File: src/rtl/julia_pkg.sv
// Shared types and defaults for the Julia work dispatcher.
//   disp_state_t : dispatcher FSM encoding
//   JULIA_*      : default geometry / worker count
//   idx_width()  : index width for an N-entry vector, at least 1 bit
package julia_pkg;

    typedef enum logic [1:0] {
        IDLE  = 2'd0,
        ISSUE = 2'd1,
        DRAIN = 2'd2,
        DONE  = 2'd3
    } disp_state_t;

    localparam int JULIA_NUM_WORKERS = 4;
    localparam int JULIA_IMG_W       = 640;
    localparam int JULIA_IMG_H       = 480;
    localparam int JULIA_COORD_W     = 10;

    function automatic int idx_width(input int n);
        return (n > 1) ? $clog2(n) : 1;
    endfunction

endpackage

File: src/rtl/julia_dispatcher_rr_arbiter.sv
// Combinational round-robin arbiter.
//   req         : request vector
//   ptr         : highest-priority index this cycle (must be < N)
//   grant       : one-hot grant, zero when nothing requests
//   grant_valid : some request was granted
//   grant_idx   : binary index of the granted request
module rr_arbiter
    import julia_pkg::*;
#(
    parameter int N     = 4,
    parameter int IDX_W = idx_width(N)
) (
    input  logic [N-1:0]     req,
    input  logic [IDX_W-1:0] ptr,
    output logic [N-1:0]     grant,
    output logic             grant_valid,
    output logic [IDX_W-1:0] grant_idx
);

    // Walk the requests starting at ptr and wrapping; first hit wins.
    always_comb begin
        int j;
        grant       = '0;
        grant_valid = 1'b0;
        grant_idx   = '0;
        j           = 0;
        for (int k = 0; k < N; k++) begin
            j = int'(ptr) + k;
            if (j >= N) j = j - N;
            if (!grant_valid && req[j]) begin
                grant_valid = 1'b1;
                grant[j]    = 1'b1;
                grant_idx   = IDX_W'(j);
            end
        end
    end

endmodule

File: src/rtl/julia_dispatcher.sv
// Frame work dispatcher for the Julia worker array. Walks every pixel of a
// frame in raster order and hands each one to a free worker via its
// jw_ready / jw_start handshake, then waits for all workers to drain.
//   clk, n_rst   : clock, async active-low reset
//   frame_start  : begin a frame (ignored unless idle)
//   jw_ready     : per-worker ready
//   jw_start     : per-worker start pulse, one-hot or zero
//   job_x, job_y : per-worker latched pixel, worker i at [i*COORD_W +: COORD_W]
//   frame_busy   : frame in progress
//   frame_done   : one-cycle completion pulse
//   jobs_issued  : jobs issued in the current / last frame
module julia_dispatcher
    import julia_pkg::*;
#(
    parameter int NUM_WORKERS = JULIA_NUM_WORKERS,
    parameter int IMG_W       = JULIA_IMG_W,
    parameter int IMG_H       = JULIA_IMG_H,
    parameter int COORD_W     = JULIA_COORD_W
) (
    input  logic                           clk,
    input  logic                           n_rst,
    input  logic                           frame_start,
    input  logic [NUM_WORKERS-1:0]         jw_ready,
    output logic [NUM_WORKERS-1:0]         jw_start,
    output logic [NUM_WORKERS*COORD_W-1:0] job_x,
    output logic [NUM_WORKERS*COORD_W-1:0] job_y,
    output logic                           frame_busy,
    output logic                           frame_done,
    output logic [31:0]                    jobs_issued
);

    localparam int IDX_W = idx_width(NUM_WORKERS);

    disp_state_t                            state, state_nxt;
    logic [COORD_W-1:0]                     x_q, y_q;
    logic [IDX_W-1:0]                       rr_ptr;
    logic [NUM_WORKERS-1:0][COORD_W-1:0]    job_x_q, job_y_q;

    logic [NUM_WORKERS-1:0] eligible;
    logic [NUM_WORKERS-1:0] grant;
    logic                   grant_valid;
    logic [IDX_W-1:0]       grant_idx;
    logic                   do_grant;
    logic                   x_last, px_last;

    // A worker only drops ready the cycle after it samples start, so the
    // worker started last cycle (jw_start itself) is masked for one cycle.
    assign eligible = jw_ready & ~jw_start;

    rr_arbiter #(.N(NUM_WORKERS), .IDX_W(IDX_W)) u_arb (
        .req         (eligible),
        .ptr         (rr_ptr),
        .grant       (grant),
        .grant_valid (grant_valid),
        .grant_idx   (grant_idx)
    );

    assign do_grant = (state == ISSUE) && grant_valid;
    assign x_last   = (x_q == COORD_W'(IMG_W - 1));
    assign px_last  = x_last && (y_q == COORD_W'(IMG_H - 1));

    assign job_x = job_x_q;
    assign job_y = job_y_q;

    always_comb begin
        state_nxt = state;
        case (state)
            IDLE:  if (frame_start) state_nxt = ISSUE;
            ISSUE: if (do_grant && px_last) state_nxt = DRAIN;
            // Wait until every worker is back in ready and no start is in flight.
            DRAIN: if ((&jw_ready) && (jw_start == '0)) state_nxt = DONE;
            DONE:  state_nxt = IDLE;
            default: state_nxt = IDLE;
        endcase
    end

    always_ff @(posedge clk or negedge n_rst) begin
        if (!n_rst) begin
            state       <= IDLE;
            jw_start    <= '0;
            job_x_q     <= '0;
            job_y_q     <= '0;
            frame_busy  <= 1'b0;
            frame_done  <= 1'b0;
            jobs_issued <= '0;
            rr_ptr      <= '0;
            x_q         <= '0;
            y_q         <= '0;
        end else begin
            state      <= state_nxt;
            jw_start   <= do_grant ? grant : '0;
            frame_busy <= (state_nxt == ISSUE) || (state_nxt == DRAIN);
            frame_done <= (state_nxt == DONE);

            if (state == IDLE && frame_start) begin
                x_q         <= '0;
                y_q         <= '0;
                jobs_issued <= '0;
            end

            if (do_grant) begin
                // Coordinates stay put until the worker's next job.
                for (int i = 0; i < NUM_WORKERS; i++) begin
                    if (grant[i]) begin
                        job_x_q[i] <= x_q;
                        job_y_q[i] <= y_q;
                    end
                end
                jobs_issued <= jobs_issued + 32'd1;
                rr_ptr      <= (grant_idx == IDX_W'(NUM_WORKERS - 1)) ? '0
                                                                    : grant_idx + IDX_W'(1);
                if (x_last) begin
                    x_q <= '0;
                    y_q <= y_q + COORD_W'(1);
                end else begin
                    x_q <= x_q + COORD_W'(1);
                end
            end
        end
    end

endmodule

File: config.mk
export PLATFORM = sky130hd
export DESIGN_NAME = julia_dispatcher
export DESIGN_NICKNAME = d
export VERILOG_FILES = /design/src/rtl/julia_pkg.sv /design/src/rtl/julia_dispatcher_rr_arbiter.sv /design/src/rtl/julia_dispatcher.sv
export SDC_FILE = /design/constraint.sdc
export NUM_CORES = 1
export LEC_CHECK = 0
export ABC_AREA = 0
export BUFFER_PORTS_ARGS = -buffer_cell sky130_fd_sc_hd__buf_2
export CAP_MARGIN = 20
export CELL_PAD_IN_SITES_DETAIL_PLACEMENT = 0
export CELL_PAD_IN_SITES_GLOBAL_PLACEMENT = 1
export CORE_MARGIN = 5
export CORE_UTILIZATION = 49
export CTS_BUF_LIST = sky130_fd_sc_hd__clkbuf_2
export DETAILED_ROUTE_END_ITERATION = 8
export PLACE_DENSITY = 0.91
export SYNTH_ARGS = -nofsm -noshare
export SYNTH_HDL_FRONTEND = slang
export SYNTH_HIERARCHICAL = 1
export SYNTH_SLANG_ARGS = --single-unit
File: constraint.sdc
create_clock -name clk -period 5 [get_ports clk]
set_input_delay 0.75 -clock clk [delete_from_list [all_inputs] [get_ports clk]]
set_output_delay 0.75 -clock clk [all_outputs]
set_load 0.01 [all_outputs]
==> run metrics, run 1 <==
DRC errors left=0; number of enable flip-flop cells after synthesis=0; Worst Max-Slew Pin Slew=0.987 ns; clock transition at the registers of the reported paths=0.21 ns; final worst setup slack=1.01 ns; CP startpoint=rr_ptr[0]$_DFFE_PN0P_; Most used DFF post-synth=dfrtp_1; required time of the worst setup path=5.62 ns; Worst Skew=0.0232 ns; Max Slew Vio Count=0; syn avg cell area=12.0 um^2; Synth warnings=6; Leak=4.05 nW; number of buffers created by CTS=17; Rel. slew slack=0.340; total power=3.75 mW; Avg WL per Cell=17.8 um; Overflow after GRT=0; Netlist cell types=47; FF-to-FF Start=rr_ptr[0]$_DFFE_PN0P_; Layout Nets=689; Antenna Cells=0; largest net degree at the start of global routing=115; Core Box Area=0.0132 mm^2; Tmin final=3.99 ns; pwr/cell area=493 mW/mm^2; Worst-Skew Late Latency=0.71 ns; Area Overhead vs Synth=15.9%; chain of cells forming the critical path=inv_1 > ha_1 > mux4_2 > nor3_1 > nand2b_1 > and3b_1 > nand2_1 > mux2_2; Fill cells=1,108; total wire length=15,300 um; Async S/R FF share, synth=1.00; DRT iter0 DRCs=291; Std-Cell Rows=42; routability cong.=0.872; most common cell after layout, fill and taps aside=dfrtp_1; io pins=125; area of the die=0.0158 mm^2; unrepaired setup endpoints after global routing=false; final hold slack=0.383 ns; Tcrit/Tclk final=0.799; I/O Buffers=124; GRT Overall Usage=0.197; CP Max Fanout=21; area of the mapped netlist=0.00656 mm^2; Setup CP Type=flip-flop to flip-flop; CTS tree=done; antenna viol nets, final=0; Hold Vio Cnt, Final=0; Die Wd=126 um; dpl hpwl=10,600 um; Initial Utilization=0.497; Fin Setup TNS=0 ns; CP Launch Type=flip-flop; Hold WC Path Type=input port to flip-flop; critical path's largest stage delay=0.82 ns; Final setup viols=0; post-CTS resize count=0; worst-case vdd ir drop=357 uV; first-pass GRT wire length=25,000 um; DR vias=4,758; DRT Pass-1 Iters=5; number of synthesized register bits=142; CTS H-Tree Depth=4; Syn Nets=568; vias per inst=5.55; max_cap viols=0; Max Freq=250 MHz; Root Driver=clkbuf_2; Place WS=1.06 ns; antenna violations before repair=0; Worst path slowest cell=nand2_1; Mapped Cells=548; Hold Crit Start=frame_start; share of cells above drive strength 1=0.375; Crit path arrival time=4.61 ns; vias in the first global route=4,702; die height=126 um; most frequent cells in the layout=142 x dfrtp_1, 123 x buf_2, 83 x mux2_2; CP Capture Type=flip-flop; outcome=completed; clk sinks=142; clk buf depth=2; sequential area share after synthesis=0.542
registers in the layout (all words and copies together) (netlist names):
name         cells
job_y           40
x_q             10
frame_done       1
y_q             10
rr_ptr           2
jw_start         4
frame_busy       1
job_x           40
state            2
jobs_issued     32
metal layers:
layer	track usage	wire (um)
met2	0.307	7380
met1	0.266	6750
met3	0.0635	939
met5	0	0
met4	0.0561	212
layout make-up:
cell class              count  area (um^2)  share of cell area
flip-flops and latches    142         3550               0.467
multi-input cells         364         2810               0.370
repair buffers            133          717              0.0943
well taps                 176          220              0.0290
clock inverters            13          163              0.0214
clock buffers              19         95.1              0.0125
inverters                  11         41.3             0.00543
through the flow:
stage                     area, um^2  cells   util
final                           7600    858  0.576
after CTS                       7560    856  0.573
after global routing            7600    858  0.576
after floorplan                 6560    548      -
after detailed placement        7310    824  0.554
after global placement          7310    824  0.554
cells in the mapped netlist (2+ instances only):
cell type	number	area, um^2
mux2i_1	33	330
buf_1	3	11.3
dfrtp_1	142	3550
buf_2	14	70.1
nor2b_1	4	25.0
clkbuf_1	11	41.3
inv_1	11	41.3
a31oi_1	6	37.5
or3_1	3	18.8
a22o_1	3	26.3
o21ai_0	25	125
nand3b_1	2	15.0
nand4b_1	3	26.3
and4_1	4	35.0
and3_2	2	15.0
a21oi_1	5	25.0
buf_6	2	22.5
nor3_1	8	40.0
ha_1	13	163
and2_1	3	18.8
a41oi_1	2	17.5
nand2_1	67	251
a21o_1	2	15.0
a22oi_1	8	60.1
nand3_1	17	85.1
mux2_2	83	935
mux4_1	3	78.8
nand4_1	21	131
nor3b_2	2	25.0
o31ai_1	4	30.0
nor4_1	6	37.5
nor2_1	16	60.1
and3_1	6	37.5
final timing paths:
path	endpoint	slack [ns]	cells past startpoint
setup / recovery	job_x[30]$_DFFE_PN0P_	1.01	8
hold / removal	state[0]$_DFF_PN0_	0.38	3
setup reg to reg	job_x[30]$_DFFE_PN0P_	1.01	8
hold reg to reg	jobs_issued[31]$_DFFE_PN0P_	0.49	1
max in group asynchronous	jw_start[0]$_DFF_PN0_	3.78	3
min in group asynchronous	job_y[6]$_DFFE_PN0P_	0.49	2
report_power, final:
group / leakage, nW / internal (mW) / total, mW / switching (mW)
logic: 1.99 / 0.672 / 1.53 / 0.858
clock network: 0.152 / 0.285 / 0.716 / 0.432
registers: 1.91 / 1.31 / 1.50 / 0.187
total: 4.05 / 2.27 / 3.75 / 1.48
cells by family (layout without fill, tap and decap cells):
| family | count (synthesis) | after routing | share of synthesized area |
|---|---|---|---|
| mux | 120 | 120 | 0.208 |
| simple gates | 171 | 171 | 0.137 |
| compound gates | 59 | 59 | 0.0572 |
| buf+inv | 42 | 176 | 0.0296 |
| xor+xnor | 1 | 1 | 0.00134 |
| flops | 142 | 142 | 0.542 |
| fa+ha+maj | 13 | 13 | 0.0248 |
timing repair:
| item | CTS | global route |
|---|---|---|
| setup buffers | 0 | 0 |
| hold buffers | 0 | 1 |
| endpoints found under the hold margin | 0 | 43 |
critical path: cells and delay by family (launching register included):
| kind | cells | cell delay, ns |
|---|---|---|
| DFF | 1 | 0.77 |
| muxes | 2 | 0.90 |
| adders and majority gates | 1 | 0.44 |
| and+or+nand+nor | 4 | 1.58 |
| buffers and inverters | 1 | 0.20 |
No activity file was read; power rests on OpenSTA's default activity.
==> inputs of run 2 (changes only) <==
- ABC_AREA: 0 -> 1
- CORE_UTILIZATION: 49 -> 43
- PLACE_DENSITY: 0.91 -> 0.87
- clock period: 5 -> 3.9 ns (I/O delays scaled with it)
==> run metrics, run 2 <==
Fin Setup TNS=0 ns (unchanged); DR vias=6,057 (+27%); Overflow after GRT=0 (unchanged); Initial Utilization=0.439 (-0.0579); Final setup viols=0 (unchanged); sequential area share after synthesis=0.509 (-0.0326); DRT Pass-1 Iters=5 (unchanged); Synth warnings=6 (unchanged); reg2reg end=jobs_issued[4]$_DFFE_PN0P_; DRT iter0 DRCs=342 (+18%); CP Launch Type=flip-flop; antenna viol nets, final=0 (unchanged); largest net degree at the start of global routing=120 (+4.3%); most common cell after layout, fill and taps aside=nand2_1; CP Capture Type=flip-flop; Hold WC Path Type=input port to async pin; io pins=125 (unchanged); Syn Nets=891 (+57%); Post-synth top cells=281 x nand2_1, 142 x dfrtp_1, 105 x o21ai_0, 80 x inv_1, 68 x nor2_1; Multi-input gate area=0.00297 mm^2 (+5.8%); Crit path arrival time=3.77 ns (-0.84 ns); vias in the first global route=5,795 (+23%); area of the mapped netlist=0.00698 mm^2 (+6.4%); CP Max Fanout=15 (-29%); FF-to-FF Start=rr_ptr[0]$_DFFE_PN0P_; Tmin final=3.13 ns (-0.859 ns); antenna violations before repair=1 (+1); share of cells above drive strength 1=0.197 (-0.179); GRT Overall Usage=0.200 (+0.00311); most frequent cells in the layout=281 x nand2_1, 142 x dfrtp_1, 123 x buf_2; total wire length=18,000 um (+18%); Async S/R FF share, synth=1.00 (unchanged); number of synthesized register bits=142 (unchanged); final worst setup slack=0.766 ns (-0.241 ns); syn avg cell area=8.01 um^2 (-33%); dpl hpwl=13,000 um (+23%); most used cell, CP=nand2_1; largest area contributor in the netlist=dfrtp_1; area share of the largest cell type after synthesis=0.509 (-0.0326); Netlist cell types=34 (-28%); CTS tree=done; Fill cells=1,624 (+47%); Most used DFF post-synth=dfrtp_1; Post-CTS Setup Bufs=0 (unchanged); worst-case vdd ir drop=477 uV (+33%); final hold slack=0.244 ns (-0.139 ns); reg-to-reg setup timing slack=0.77 ns (-0.24 ns); DRC errors left=0 (unchanged); most common cell in the synthesized netlist=nand2_1; unrepaired setup endpoints after global routing=false; pwr/cell area=663 mW/mm^2 (+34%); Place WS=0.803 ns (-0.257 ns); Tcrit/Tclk final=0.804 (+0.00505); routability cong.=0.867 (-0.55%); Setup CP Type=flip-flop to flip-flop; CTS H-Tree Depth=4 (unchanged); outcome=completed; chain of cells forming the critical path=inv_2 > ha_1 > inv_1 > nand2_1 > nand2_1 > nor2_4 > nand4_1 > nand3_4 > nand2_1 > inv_1 > nand2_1 > o21ai_0; Std-Cell Rows=46 (+9.5%); clock transition at the registers of the reported paths=0.23 ns (+0.02 ns); Synth Area in Compound Gates=0.0999 (+0.0426); Post-Synth Simple-Gate Area=0.290 (+0.153); Worst-Skew Late Latency=0.71 ns (about the same); Area Overhead vs Synth=15.7%; area of the die=0.0189 mm^2 (+19%); Register Area=0.00355 mm^2 (unchanged); number of enable flip-flop cells after synthesis=0 (unchanged); vias per inst=4.93 (-11%); xor-xnor portion of the synthesized cell area=0.0125 (+0.0112); Hold Vio Cnt, Final=0 (unchanged); first-pass GRT wire length=29,700 um (+19%); clk sinks=142 (unchanged); Rel. slew slack=0.559 (+0.219); Core Box Area=0.0159 mm^2 (+20%); clk buf depth=2 (unchanged); Die Wd=137 um (+9.3%); Worst Max-Slew Pin Slew=0.660 ns (-0.327 ns); post-CTS resize count=0 (unchanged); die height=137 um (+9.3%); Worst Skew=0.0320 ns (+0.00878 ns); Max Freq=319 MHz (+27%); share of synthesized cell area in full adder, half adder and majority cells=0.0233 (-0.00149); reg2reg path depth=12 (+4); required time of the worst setup path=4.54 ns (-1.08 ns); post-synthesis mux area share=0 (-0.208); CP startpoint=rr_ptr[0]$_DFFE_PN0P_; max_cap viols=0 (unchanged); Leak=4.12 nW (+1.6%); number of buffers created by CTS=17 (unchanged); Root Driver=clkbuf_2; Avg WL per Cell=14.7 um (-18%); Layout Nets=1,019 (+48%); Worst path slowest cell=dfrtp_1; I/O Buffers=124 (unchanged); Max Slew Vio Count=0 (unchanged); Area contributors post-synth=dfrtp_1 51%, nand2_1 15%, o21ai_0 7.5%, nand3_1 4.4%, inv_1 4.3%; Mapped Cells=871 (+59%); critical path's largest stage delay=0.62 ns (-0.20 ns); largest family of logic cells by synthesized area=simple AND/OR/NAND/NOR gates
-- run 2: cell types whose count changed in the layout (fill, tap and decap cells not counted), sizes merged, moves of 51 or more --
cell,delta
nor2,+62
mux2,-83
nand3,+51
inv,+75
o21ai,+84
nand2,+227
-- run 2: worst max path at each step --
stage,end,cells after the start,slack [ns]
2_1_floorplan,frame_busy$_DFF_PN0_,17,1.28
3_3_place_gp,jobs_issued[16]$_DFFE_PN0P_,15,0.90
3_5_place_dp,frame_busy$_DFF_PN0_,15,0.80
4_1_cts,jobs_issued[16]$_DFFE_PN0P_,15,0.77
5_1_grt,jobs_issued[6]$_DFFE_PN0P_,12,0.48
6_report,jobs_issued[4]$_DFFE_PN0P_,12,0.77
-- run 2: kinds of logic after synthesis --
kind of cell	after synthesis
compound gates	133
xor+xnor	10
fa+ha+maj	13
buf+inv	110
flops	142
simple gates	463
-- run 2: metal layers --
layer  share of wire  vias to the layer above  track usage
met2            0.45                      169        0.312
li1                -                     3065            -
met5               0                        -            0
met4           0.021                        0       0.0687
met3           0.059                       29       0.0431
met1            0.47                     2794        0.276
-- run 2: worst max-delay path, delay by kind of cell, from the launching register on --
family / cells / cell delay (ns)
and+or+nand+nor: 7 / 1.17
adders and majority gates: 1 / 0.40
buffers and inverters: 3 / 0.78
AOI/OAI and AO/OA: 1 / 0.10
DFF: 1 / 0.62
-- run 2: cell type report --
type | count | share of cell area
Sequential cell | 142 | 0.440
Timing Repair Buffer | 134 | 0.0897
Tap cell | 216 | 0.0335
Antenna cell | 1 | 0.000310
Multi-Input combinational cell | 619 | 0.368
Clock buffer | 17 | 0.0105
Inverter | 85 | 0.0401
Clock inverter | 15 | 0.0172
-- run 2: power breakdown --
group          internal [mW]  switching (mW)
registers               1.80           0.270
clock network          0.238           0.573
logic                  0.723            1.75
-- run 2: timing repair --
item	4_1_cts	5_1_grt
hold endpoints to repair	0	32
hold buffers	0	1
endpoints found under the setup margin	0	0
-- run 2: metrics by stage --
stage                     power (mW)   util  instances  instance area, um^2
final                           5.35  0.508       1229                 8070
after global routing            5.84  0.508       1229                 8070
after CTS                       5.40  0.506       1226                 8030
after detailed placement        4.58  0.492       1194                 7810
after global placement          4.54  0.492       1194                 7810
after floorplan                 3.82      -        871                 6980
